[src/rtl/aes_pkg.sv]
// Shared AES controller definitions: block/round widths, FSM states and
// the working state/key pair carried between rounds.
package aes_pkg;
    localparam int AES_BLOCK_W       = 128;
    localparam int AES_ROUND_W       = 5;
    localparam int AES128_NUM_ROUNDS = 10;
    localparam int AES_WAIT_W        = 4;

    typedef enum logic [1:0] {
        ST_IDLE,
        ST_RUN,
        ST_DONE
    } aes_state_e;

    typedef logic [0:AES_BLOCK_W-1] aes_block_t;
    typedef logic [0:AES_ROUND_W-1] aes_round_t;

    typedef struct packed {
        aes_block_t blk;
        aes_block_t key;
    } aes_work_t;
endpackage

[src/rtl/aes_round_timer.sv]
// Per-round wait counter and round index; strobes the datapath capture
// edge and flags when the current round is the last one.
module aes_round_timer
    import aes_pkg::*;
#(
    parameter int DP_LATENCY = 2,
    parameter int NUM_ROUNDS = AES128_NUM_ROUNDS
) (
    input  logic       clk,
    input  logic       rst_n,
    input  logic       clr,
    input  logic       en,
    output aes_round_t round_cnt,
    output logic       capture,
    output logic       last_round
);
    logic [AES_WAIT_W-1:0] wait_cnt;

    assign capture    = en && (wait_cnt == AES_WAIT_W'(DP_LATENCY - 1));
    assign last_round = (round_cnt == AES_ROUND_W'(NUM_ROUNDS));

    // Round index saturates at the last round; the FSM leaves RUN there.
    always_ff @(posedge clk) begin
        if (!rst_n) begin
            wait_cnt  <= '0;
            round_cnt <= '0;
        end else if (clr) begin
            wait_cnt  <= '0;
            round_cnt <= '0;
        end else if (en) begin
            if (capture) begin
                wait_cnt <= '0;
                if (!last_round)
                    round_cnt <= round_cnt + AES_ROUND_W'(1);
            end else begin
                wait_cnt <= wait_cnt + AES_WAIT_W'(1);
            end
        end
    end
endmodule

[src/rtl/aes_round_ctrl.sv]
// AES round sequencer: feeds an external round datapath one round at a
// time, waits out its latency, and returns the final block with a done pulse.
module aes_round_ctrl
    import aes_pkg::*;
#(
    parameter int DP_LATENCY = 2,
    parameter int NUM_ROUNDS = AES128_NUM_ROUNDS
) (
    input  logic                   clk,
    input  logic                   rst_n,
    input  logic                   start,
    input  logic                   abort,
    input  logic [0:AES_BLOCK_W-1] plaintext,
    input  logic [0:AES_BLOCK_W-1] key,
    output logic                   ready,
    output logic                   busy,
    output logic                   done,
    output logic [0:AES_BLOCK_W-1] ciphertext,
    output logic [0:AES_BLOCK_W-1] dp_in,
    output logic [0:AES_BLOCK_W-1] dp_key,
    output logic [0:AES_ROUND_W-1] dp_round,
    input  logic [0:AES_BLOCK_W-1] dp_out,
    input  logic [0:AES_BLOCK_W-1] dp_key_out
);
    aes_state_e state_q, state_d;
    aes_work_t  work_q;
    aes_round_t round_cnt;
    logic       load, run_en, capture, last_round;

    assign load   = (state_q == ST_IDLE) && start;
    assign run_en = (state_q == ST_RUN) && !abort;

    aes_round_timer #(
        .DP_LATENCY (DP_LATENCY),
        .NUM_ROUNDS (NUM_ROUNDS)
    ) u_timer (
        .clk        (clk),
        .rst_n      (rst_n),
        .clr        (load),
        .en         (run_en),
        .round_cnt  (round_cnt),
        .capture    (capture),
        .last_round (last_round)
    );

    always_ff @(posedge clk) begin
        if (!rst_n) state_q <= ST_IDLE;
        else        state_q <= state_d;
    end

    always_comb begin
        state_d = state_q;
        unique case (state_q)
            ST_IDLE: if (start) state_d = ST_RUN;
            ST_RUN: begin
                if (abort)                      state_d = ST_IDLE;
                else if (capture && last_round) state_d = ST_DONE;
            end
            ST_DONE: state_d = ST_IDLE;
            default: state_d = ST_IDLE;
        endcase
    end

    always_comb begin
        ready = (state_q == ST_IDLE);
        busy  = (state_q == ST_RUN);
        done  = (state_q == ST_DONE);
    end

    // Ciphertext takes the block state_reg receives on the final capture,
    // so it is already valid during the DONE cycle.
    always_ff @(posedge clk) begin
        if (!rst_n) begin
            work_q     <= '0;
            ciphertext <= '0;
        end else if (load) begin
            work_q <= '{blk: plaintext, key: key};
        end else if (capture) begin
            work_q <= '{blk: dp_out, key: dp_key_out};
            if (last_round)
                ciphertext <= dp_out;
        end
    end

    assign dp_in    = work_q.blk;
    assign dp_key   = work_q.key;
    assign dp_round = round_cnt;
endmodule

[config.mk]
export PLATFORM = sky130hd
export DESIGN_NAME = aes_round_ctrl
export DESIGN_NICKNAME = d
export VERILOG_FILES = /design/src/rtl/aes_pkg.sv /design/src/rtl/aes_round_timer.sv /design/src/rtl/aes_round_ctrl.sv
export SDC_FILE = /design/constraint.sdc
export NUM_CORES = 1
export LEC_CHECK = 0
export ABC_AREA = 0
export ABC_CLOCK_PERIOD_IN_PS = 3750
export BUFFER_PORTS_ARGS = -buffer_cell sky130_fd_sc_hd__buf_2
export CAP_MARGIN = 10
export CORE_AREA = 2 2 353 355
export CTS_CLUSTER_DIAMETER = 200
export CTS_CLUSTER_SIZE = 12
export DETAILED_ROUTE_END_ITERATION = 8
export DIE_AREA = 0 0 355 357
export GPL_ROUTABILITY_DRIVEN = 0
export HOLD_SLACK_MARGIN = 0.15
export PLACE_DENSITY = 0.36
export SYNTH_ARGS = -nofsm -noshare
export SYNTH_HDL_FRONTEND = slang
export SYNTH_SLANG_ARGS = --single-unit
[constraint.sdc]
create_clock -name clk -period 3.75 [get_ports clk]
set_clock_uncertainty 0.1 [all_clocks]
set_input_delay 0.75 -clock clk [delete_from_list [all_inputs] [get_ports clk]]
set_output_delay 0.75 -clock clk [all_outputs]
set_load 0.005 [all_outputs]
* After elaboration in Yosys (flattened, before gate mapping) *
Cells that the tools add are included.

word-level totals
  logic and storage cells = 35
  bits of input ports = 516
  register bits after elaboration = 395
  output and inout port bits = 392

operators by class
  reductions and logical operators = 11
  eq/ne operators = 6
  add/sub/neg operators = 2
  muxes and demuxes = 7
  bitwise logic cells = 3

operators by type and width
  operator                                                                  number
  256-bit two-way mux                                                       2
  2-bit two-way mux                                                         3
  3-bit AND reduction                                                       2
  5-bit by 1-bit adder with 5-bit output (second input constant)            1
  5-bit by 4-bit == test with 1-bit output (second input constant)          1
  4-bit by 1-bit adder with 4-bit output (second input constant)            1
  4-bit by 1-bit == test with 1-bit output (second input constant)          1
  1-bit logical AND                                                         4
  4-bit two-way mux                                                         1
  2-bit case mux with 2 select lines                                        1
  3-bit by 2-bit inequality test with 1-bit output (second input constant)  1
  1-bit NOT                                                                 3
  2-bit by 1-bit == test with 1-bit output (second input constant)          1
  2-bit == test (second input constant)                                     1
  2-bit logical NOT                                                         1
  2-bit inequality test (second input constant)                             1
  2-bit AND reduction                                                       1
  2-bit nonzero test                                                        1
  2-bit OR reduction                                                        1
  1-bit logical NOT                                                         1

* Logic depth before layout (Yosys ltp) *
Gate-level depths: netlist of run 1.

  depth after elaboration = 7
  mapped depth = 8
  gate-level depth less buffers = 5

* Cells and area by module *
Synthesis of run 1 repeated with hierarchy kept, for this count alone.

unflattened totals
  cells, all modules = 1758
  area, all modules = 17314.1 sq um

modules (own cells, without submodules)
  module           cells each  area an instance (sq um)  times used  seq. area each (sq um)
  aes_round_ctrl   1706        16853.7                   1           7727.4
  aes_round_timer  52          460.4                     1           180.2

* Worst setup path after synthesis of run 1 *
No wires, ideal clock.

  path kind = in2reg
  from = in abort
  to = reg u_timer.round_cnt[3]
  arrival time = 1962 ps
  path buffers = 2
  library setup time = 71 ps
  data required time = 3579 ps
  stages on the path = 5
  slack = 1617 ps
  path through = or3b_1 buf_2 buf_6 or4_1 a21oi_1

between the ends
  word-level cells in the longest chain between the ends = 4

ends and longest elaborated chain
  element                            RTL line               text
  start: declaration                 aes_round_ctrl.sv:12   input logic abort,
  1-bit logical NOT (*)              aes_round_ctrl.sv:31   assign run_en = (state_q == ST_RUN) && !abort;
  1-bit logical AND (*)              aes_round_ctrl.sv:31
  1-bit logical AND                  aes_round_timer.sv:19  assign capture = en && (wait_cnt == AES_WAIT_W'(DP_LATENCY - 1));
  3-bit AND reduction (no line) (*)  --
  end signal: assignment             aes_round_timer.sv:34  round_cnt <= round_cnt + AES_ROUND_W'(1);
  end: declaration                   aes_round_timer.sv:13  output aes_round_t round_cnt,

Every way passes the cells marked *; elsewhere a longest branch is shown, timed or not.
A chain may end at the register's enable or synchronous reset.

* Worst setup path in the final report of run 1 *
  from = reg state_q[1]
  to = reg work_q, in the netlist dp_in[98]

between the ends
  word-level cells in the longest chain between the ends = 4
  elaborated cells between the ends (all ways) = 7
  classes of those cells = 1 x eq/ne; 1 x mux; 5 x reduce/logical

ends and longest elaborated chain
  element                                   RTL line               text
  start: declaration                        aes_round_ctrl.sv:25   aes_state_e state_q, state_d;
  start signal: assignment                  aes_round_ctrl.sv:48   else state_q <= state_d;
  2-bit by 1-bit == test with 1-bit output  aes_round_ctrl.sv:31
  1-bit logical AND                         aes_round_ctrl.sv:31
  1-bit logical AND                         aes_round_timer.sv:19
  2-bit nonzero test (no line)              --
  end signal: assignment                    aes_round_ctrl.sv:77   work_q <= '{blk: plaintext, key: key};
  end signal: assignment                    aes_round_ctrl.sv:79   work_q <= '{blk: dp_out, key: dp_key_out};
  end: declaration                          aes_round_ctrl.sv:26   aes_work_t work_q;

Several ways; a longest one is shown, not always the timed one.

==> run summary, run 1 <==
Sum Neg Setup Slack = 0 ps
WP data required = 4080 ps
leak pwr = 10.1 nW
fraction of layout cells with a size suffix above 1 = 36.1%
Tightest Pin Transition = 1100 ps
final-stage net count = 3412
Reg clk slew, reported paths = 70 ps
final core utilization = 20.0%
Crit. End Element = register
core area = 123000 um^2
outcome = finished clean
largest net degree at the start of global routing = 110
worst r2r dst = dp_in[98]$_SDFFE_PN0P_
routed vias/inst = 4.11
Resize count post-CTS = 0
Mapped Nets = 2597
post-synthesis simple-gate area fraction = 19.8%
DPL Wire Length = 70500 um
H-tree depth = 2
height of the die = 357 um
largest family of logic cells by synthesized area = compound AO/OA/AOI/OAI gates
die area = 127000 um^2
clk_lat worst skew = 570 ps
Peak VDD IR = 0.000232 V
crit path time final = 2720 ps
Cell variety after synth = 33
WL final = 94400 um
first-pass GRT wire length = 133000 um
DIE WIDTH = 355 um
WP depth = 4
initial antenna violation count = 28
setup bufs post-CTS = 0
CTS tree = built
antenna viol nets, final = 0
net switching power = 2.84 mW
Post-Syn Instances = 2077
commonest register cell after synthesis = dfxtp_1
Arr. time, crit path = 3050 ps
Setup crit start = state_q[1]$_SDFFE_PN0P_
Max Clk Rate = 368 MHz
Seq/Total Area, Yosys = 46.9%
Finished Cell Area = 24500 um^2
crit path kind = reg2reg
Tot Pwr = 9.82 mW
Synth Warn # = 0
Port Buffers = 907
Worst Reg-to-Reg Cells = 4
Wirelength per Cell = 20.8 um
Post-Place Setup Slack = 610 ps
Post-Syn Area = 16900 um^2
DR vias = 18674
compound-gate portion of the synthesized area = 19.8%
CTS Buf Count = 38
ys async rst share = 0%
number of remaining DRC errors = 0
adder-cell share of the synthesized area = 0.297%
Initial Util = 13.7%
Mean Syn Cell Area = 8.13 um^2
startpoint types = register
synth-to-layout area growth = 45.4%
RSZ-0062 raised after global routing = false
Hold Vio Cnt, Final = 0
DR iter-0 viols = 1255
io pins = 908
internal power = 6.98 mW
Max Buffers Root-to-Sink = 3
# setup viols final = 0
slowest stage cell, crit path = o21ai_0
Sw Share = 28.9%
Global Route Usage Sum = 14.1%
register share of total power = 46.5%
hold buffer count at cts = 0
worst reg2reg setup slack = 1030 ps
Clk pwr share = 38.1%
mux share of post-synthesis cell area = 7.71%
Crit Path Max Fanout = 23
EDFF count, synth = 0
Root Buffer = clkbuf_16
cell breakdown of the critical path = or3b_4 -> buf_4 -> o21ai_0 -> a31oi_1
Setup WS post-layout = 1030 ps
vias in the first global route = 19024
RR Startpoint = state_q[1]$_SDFFE_PN0P_
FF+latch count, synth = 395
Slew Viols, Final = 0
xor and xnor fraction of the mapped netlist area = 0.104%
Max-Cap Viols = 0
Crit path buffers/inverters = 1
first-pass iteration count of the detailed router = 5
final worst-path cycle share = 72.5%
Cell Rows = 129
critical path's largest stage delay = 870 ps
CP delay by family, top = compound AO/OA/AOI/OAI gates
Gate power share = 15.4%
Slew HR = 26.2%
placed cell areas = 23500 um^2
gr ovfl total = 0
clk sink count = 395
power density cells = 400 nW/um^2
worst setup path end = dp_in[98]$_SDFFE_PN0P_
worst hold path type = in2reg
==> worst min path at each step <==
| stage | from | to | slack [ps] | depth (start not counted) |
|---|---|---|---|---|
| floorplan | ciphertext[0]$_SDFFE_PN0P_ | ciphertext[0]$_SDFFE_PN0P_ | 350 | 2 |
| global placement | ciphertext[75]$_SDFFE_PN0P_ | ciphertext[75]$_SDFFE_PN0P_ | 340 | 2 |
| detailed placement | ciphertext[93]$_SDFFE_PN0P_ | ciphertext[93]$_SDFFE_PN0P_ | 340 | 2 |
| CTS | dp_out[62] | ciphertext[62]$_SDFFE_PN0P_ | 250 | 3 |
| global route | dp_out[90] | ciphertext[90]$_SDFFE_PN0P_ | 270 | 3 |
| finish | dp_out[102] | ciphertext[102]$_SDFFE_PN0P_ | 310 | 3 |
==> registers in the layout (all words and copies together) (netlist names) <==
name	flops
state_q	2
ciphertext	128
u_timer.round_cnt	5
u_timer.wait_cnt	4
dp_in	128
dp_key	128
==> tightest hold or removal path: cells and delay by family <==
kind / cells / cell delay, ps
simple gates: 1 / 50
mux: 1 / 50
buf+inv: 1 / 110
==> power by group through the flow <==
stage                     clock, mW  combinational (mW)  sequential [mW]
after floorplan                   0               0.597             4.66
after global routing           4.09                1.67             4.59
after CTS                      3.93                1.53             4.57
after detailed placement          0                1.53             4.66
final                          3.74                1.51             4.57
after global placement            0                1.53             4.66
==> area by class of cell <==
type | count | area [um^2]
tap | 1637 | 2050
multi-input combinational | 1459 | 8090
inverter | 2 | 7.51
timing repair buffer | 996 | 5420
sequential | 395 | 7910
antenna | 14 | 35.0
fill | 14087 | 98500
clock buffer | 42 | 1030
==> per-stage QoR <==
step                hold slack, ps  instances
floorplan                      351       2077
global placement               340       4489
detailed placement             343       4489
CTS                            253       4531
global route                   274       4543
finish                         314       4545
==> cell usage after synthesis (2+ instances only) <==
library cell / count / area [um^2]
nor3_1: 240 / 1200
or3b_2: 2 / 17.5
ha_1: 4 / 50.1
nand3_1: 25 / 125
a21oi_1: 3 / 15.0
clkbuf_1: 181 / 679
inv_1: 2 / 7.51
nand2_1: 258 / 968
buf_4: 11 / 82.6
a211oi_1: 238 / 1790
nor2_1: 241 / 905
o21ai_0: 277 / 1390
nor3b_1: 2 / 15.0
xnor2_1: 2 / 17.5
buf_1: 12 / 45.0
a31oi_1: 19 / 119
or4_1: 3 / 22.5
buf_6: 2 / 22.5
mux2i_1: 130 / 1300
o31ai_1: 3 / 22.5
buf_2: 15 / 75.1
dfxtp_1: 395 / 7910
nor2b_1: 2 / 12.5
==> cells by family (layout without fill, tap and decap cells) <==
kind of cell | after synthesis | in the layout
adders and majority gates | 4 | 4
buffers and inverters | 223 | 1040
DFF | 395 | 395
muxes | 130 | 130
and+or+nand+nor | 781 | 781
AOI/OAI and AO/OA | 542 | 542
xor gates and xnor gates | 2 | 2
other | 0 | 14
==> layout by cell type (no fill, tap or decap), types with 2 or more instances in the layout <==
| cell type | n |
|---|---|
| diode_2 | 14 |
| dfxtp_1 | 395 |
| xnor2_1 | 2 |
| a31oi_1 | 19 |
| nor3b_2 | 2 |
| or3b_4 | 3 |
| buf_4 | 73 |
| mux2i_1 | 130 |
| a21oi_1 | 3 |
| nor2_1 | 241 |
| o31ai_1 | 3 |
| nor3_1 | 240 |
| nand3_1 | 25 |
| clkbuf_16 | 41 |
| or4_1 | 3 |
| a211oi_1 | 238 |
| o21ai_0 | 277 |
| nor2b_1 | 2 |
| buf_12 | 16 |
| buf_2 | 906 |
| nand2_1 | 257 |
| inv_1 | 2 |
| ha_1 | 4 |
==> routing by layer <==
| layer | vias to the layer above | part of all wire [%] | track usage (%) |
|---|---|---|---|
| li1 | 8954 | - | - |
| met1 | 8918 | 42 | 17.2 |
| met3 | 117 | 7.8 | 4.33 |
| met4 | 16 | 2.4 | 4.22 |
| met5 | - | 0.11 | 0 |
| met2 | 669 | 48 | 23.5 |
Power figures use the tool's default switching activity.
==> run 2, diff against run 1 <==
--- a/config.mk
+++ b/config.mk
@@ -6,7 +6,7 @@
 export NUM_CORES = 1
 export LEC_CHECK = 0
 export ABC_AREA = 0
-export ABC_CLOCK_PERIOD_IN_PS = 3750
+export ABC_CLOCK_PERIOD_IN_PS = 2300
 export BUFFER_PORTS_ARGS = -buffer_cell sky130_fd_sc_hd__buf_2
 export CAP_MARGIN = 10
 export CORE_AREA = 2 2 353 355
@@ -16,7 +16,7 @@
 export DIE_AREA = 0 0 355 357
 export GPL_ROUTABILITY_DRIVEN = 0
 export HOLD_SLACK_MARGIN = 0.15
-export PLACE_DENSITY = 0.36
+export PLACE_DENSITY = 0.37
 export SYNTH_ARGS = -nofsm -noshare
 export SYNTH_HDL_FRONTEND = slang
 export SYNTH_SLANG_ARGS = --single-unit
==> constraint.sdc (replaced) <==
create_clock -name clk -period 2.3 [get_ports clk]
set_clock_uncertainty 0.1 [all_clocks]
set_input_delay 0.46 -clock clk [delete_from_list [all_inputs] [get_ports clk]]
set_output_delay 0.46 -clock clk [all_outputs]
set_load 0.005 [all_outputs]
==> run 2 against run 1 <==
- register-to-register slack got worse by 870 ps
- sequential power increased by 63%
- hold slack got worse by 110 ps
- critical path depth increased by 3
- combinational power increased by 120%
- sequential share of layout area decreased by 5.8 points
- final area increased by 22%
- cell count increased by 11%
==> run summary, run 2 (synthesis gave the netlist of run 1 again) <==
outcome = finished clean
clk_lat worst skew = 580 ps (about the same)
DIE WIDTH = 355 um (unchanged)
worst reg2reg setup slack = 160 ps (-870 ps)
Clk pwr share = 35.6% (-2.5 points)
first-pass GRT wire length = 139000 um (+4.5%)
gr ovfl total = 0 (unchanged)
worst setup path end = dp_key[9]$_SDFFE_PN0P_
Port Buffers = 907 (unchanged)
Peak VDD IR = 0.000381 V (+64%)
initial antenna violation count = 10 (-64%)
internal power = 11.9 mW (+70%)
CTS tree = built
Tightest Pin Transition = 663 ps (-432 ps)
Slew Viols, Final = 0 (unchanged)
final cell count without fillers = 5065 (+11%)
Cells after DPL = 4532 (+0.96%)
io pins = 908 (unchanged)
Max-Cap Viols = 0 (unchanged)
H-tree depth = 2 (unchanged)
met2 GRT Util = 23.7% (+0.13 points)
final worst-path cycle share = 94.9%
Gate power share = 19.6% (+4.2 points)
vias in the first global route = 21442 (+13%)
M1 GR Usage = 18.3% (+1.1 points)
net switching power = 4.82 mW (+70%)
Global Route Usage Sum = 14.5% (+0.42 points)
Reg clk slew, reported paths = 60 ps (about the same)
fillcell total = 13671 (-3.0%)
worst r2r dst = dp_in[25]$_SDFFE_PN0P_
cell breakdown of the critical path = dlygate4sd3_1 -> buf_2 -> or3b_4 -> buf_12 -> buf_4 -> nor3_1 -> a211oi_1
power density cells = 558 nW/um^2 (+39%)
Slew HR = 55.8% (+30 points)
commonest non-fill, non-tap cell in the layout = buf_2
crit path kind = in2reg
DPL Wire Length = 73400 um (+4.1%)
first-pass iteration count of the detailed router = 5 (unchanged)
Arr. time, crit path = 2530 ps (-520 ps)
register share of total power = 44.8% (-1.7 points)
CTS Buf Count = 38 (unchanged)
DR vias = 20899 (+12%)
most frequent cells in the layout = 906 x buf_2, 486 x dlygate4sd3_1, 395 x dfxtp_1
WP data required = 2640 ps (-1440 ps)
fraction of layout cells with a size suffix above 1 = 31.8% (-4.3 points)
DR iter-0 viols = 1317 (+4.9%)
Sw Share = 28.9% (-0.053 points)
RSZ-0062 raised after global routing = false
Sum Neg Setup Slack = 0 ps (unchanged)
Max Buffers Root-to-Sink = 3 (unchanged)
Crit. End Element = register
Setup crit start = abort
largest net degree at the start of global routing = 101 (-8.2%)
placed cell areas = 24000 um^2 (+2.4%)
Finished Cell Area = 29900 um^2 (+22%)
Crit Path Max Fanout = 69 (+200%)
Cell Rows = 129 (unchanged)
most crowded layer after global routing = met2
WL final = 98200 um (+4.0%)
core area = 123000 um^2 (unchanged)
leak pwr = 12.4 nW (+23%)
number of remaining DRC errors = 0 (unchanged)
met3 Usage GRT = 3.71% (-0.62 points)
height of the die = 357 um (unchanged)
startpoint types = input port
routed vias/inst = 4.13 (+0.43%)
antenna viol nets, final = 0 (unchanged)
critical path's largest stage delay = 580 ps (-290 ps)
Initial Util = 13.7% (unchanged)
Worst Reg-to-Reg Cells = 7 (+3)
Max Clk Rate = 458 MHz
Hold Vio Cnt, Final = 0 (unchanged)
slowest stage cell, crit path = dlygate4sd3_1
Tot Pwr = 16.7 mW (+70%)
Root Buffer = clkbuf_16
die area = 127000 um^2 (unchanged)
clk sink count = 395 (unchanged)
crit path time final = 2180 ps
final-stage net count = 3941 (+16%)
synth-to-layout area growth = 77.3%
Wirelength per Cell = 19.4 um (-6.7%)
# setup viols final = 0 (unchanged)
worst hold path type = in2reg
Resize count post-CTS = 0 (unchanged)
RR Startpoint = u_timer.wait_cnt[1]$_SDFFE_PP0N_
run 2: worst min path at each step:
stage | cells past startpoint | startpoint | to
2_1_floorplan | 2 | ciphertext[0]$_SDFFE_PN0P_ | ciphertext[0]$_SDFFE_PN0P_
3_3_place_gp | 2 | ciphertext[45]$_SDFFE_PN0P_ | ciphertext[45]$_SDFFE_PN0P_
3_5_place_dp | 2 | ciphertext[90]$_SDFFE_PN0P_ | ciphertext[90]$_SDFFE_PN0P_
4_1_cts | 3 | plaintext[99] | dp_in[99]$_SDFFE_PN0P_
5_1_grt | 3 | plaintext[99] | dp_in[99]$_SDFFE_PN0P_
6_report | 3 | plaintext[99] | dp_in[99]$_SDFFE_PN0P_
run 2: critical path, delay by kind of cell:
family                 cells  cell delay (ps)
buffers and inverters      4             1220
AO/OA/AOI/OAI              1               80
AND/OR/NAND/NOR            2              640
run 2: what timing repair did:
action / in CTS / in global routing
buffers inserted: 0 / 0
hold endpoints to repair: 383 / 0
hold buffers: 486 / 0
run 2: cell type report:
type | count | area, um^2 | area share [%]
Antenna cell | 6 | 15.0 | 0.0502
Clock buffer | 40 | 980 | 3.27
Clock inverter | 1 | 8.76 | 0.0293
Inverter | 2 | 7.51 | 0.0251
Multi-Input combinational cell | 1459 | 8090 | 27.1
Sequential cell | 395 | 7910 | 26.4
Tap cell | 1637 | 2050 | 6.85
Timing Repair Buffer | 1525 | 10900 | 36.3
run 2: power groups by stage:
stage / sequential [mW] / clock, mW / combinational, mW
final: 7.47 / 5.95 / 3.27
after global routing: 7.50 / 6.44 / 3.56
after CTS: 7.46 / 6.27 / 3.30
after detailed placement: 7.61 / 0 / 2.61
after global placement: 7.62 / 0 / 2.63
after floorplan: 7.59 / 0 / 0.974
run 2: per-stage QoR:
step	util, %	hold WS (ps)	setup WS [ps]
after floorplan	-	351	301
after global placement	19.6	340	123
after detailed placement	19.6	343	90.5
after CTS	24.3	151	157
after global routing	24.3	164	18.7
final	24.3	202	117
run 2: routing by layer:
| layer | vias to the layer above | part of all wire [%] | wire length (um) |
|---|---|---|---|
| met3 | 168 | 7.1 | 6980 |
| met5 | - | 0.097 | 95 |
| li1 | 10002 | - | - |
| met1 | 9923 | 43 | 42100 |
| met4 | 14 | 3.6 | 3560 |
| met2 | 792 | 46 | 45500 |
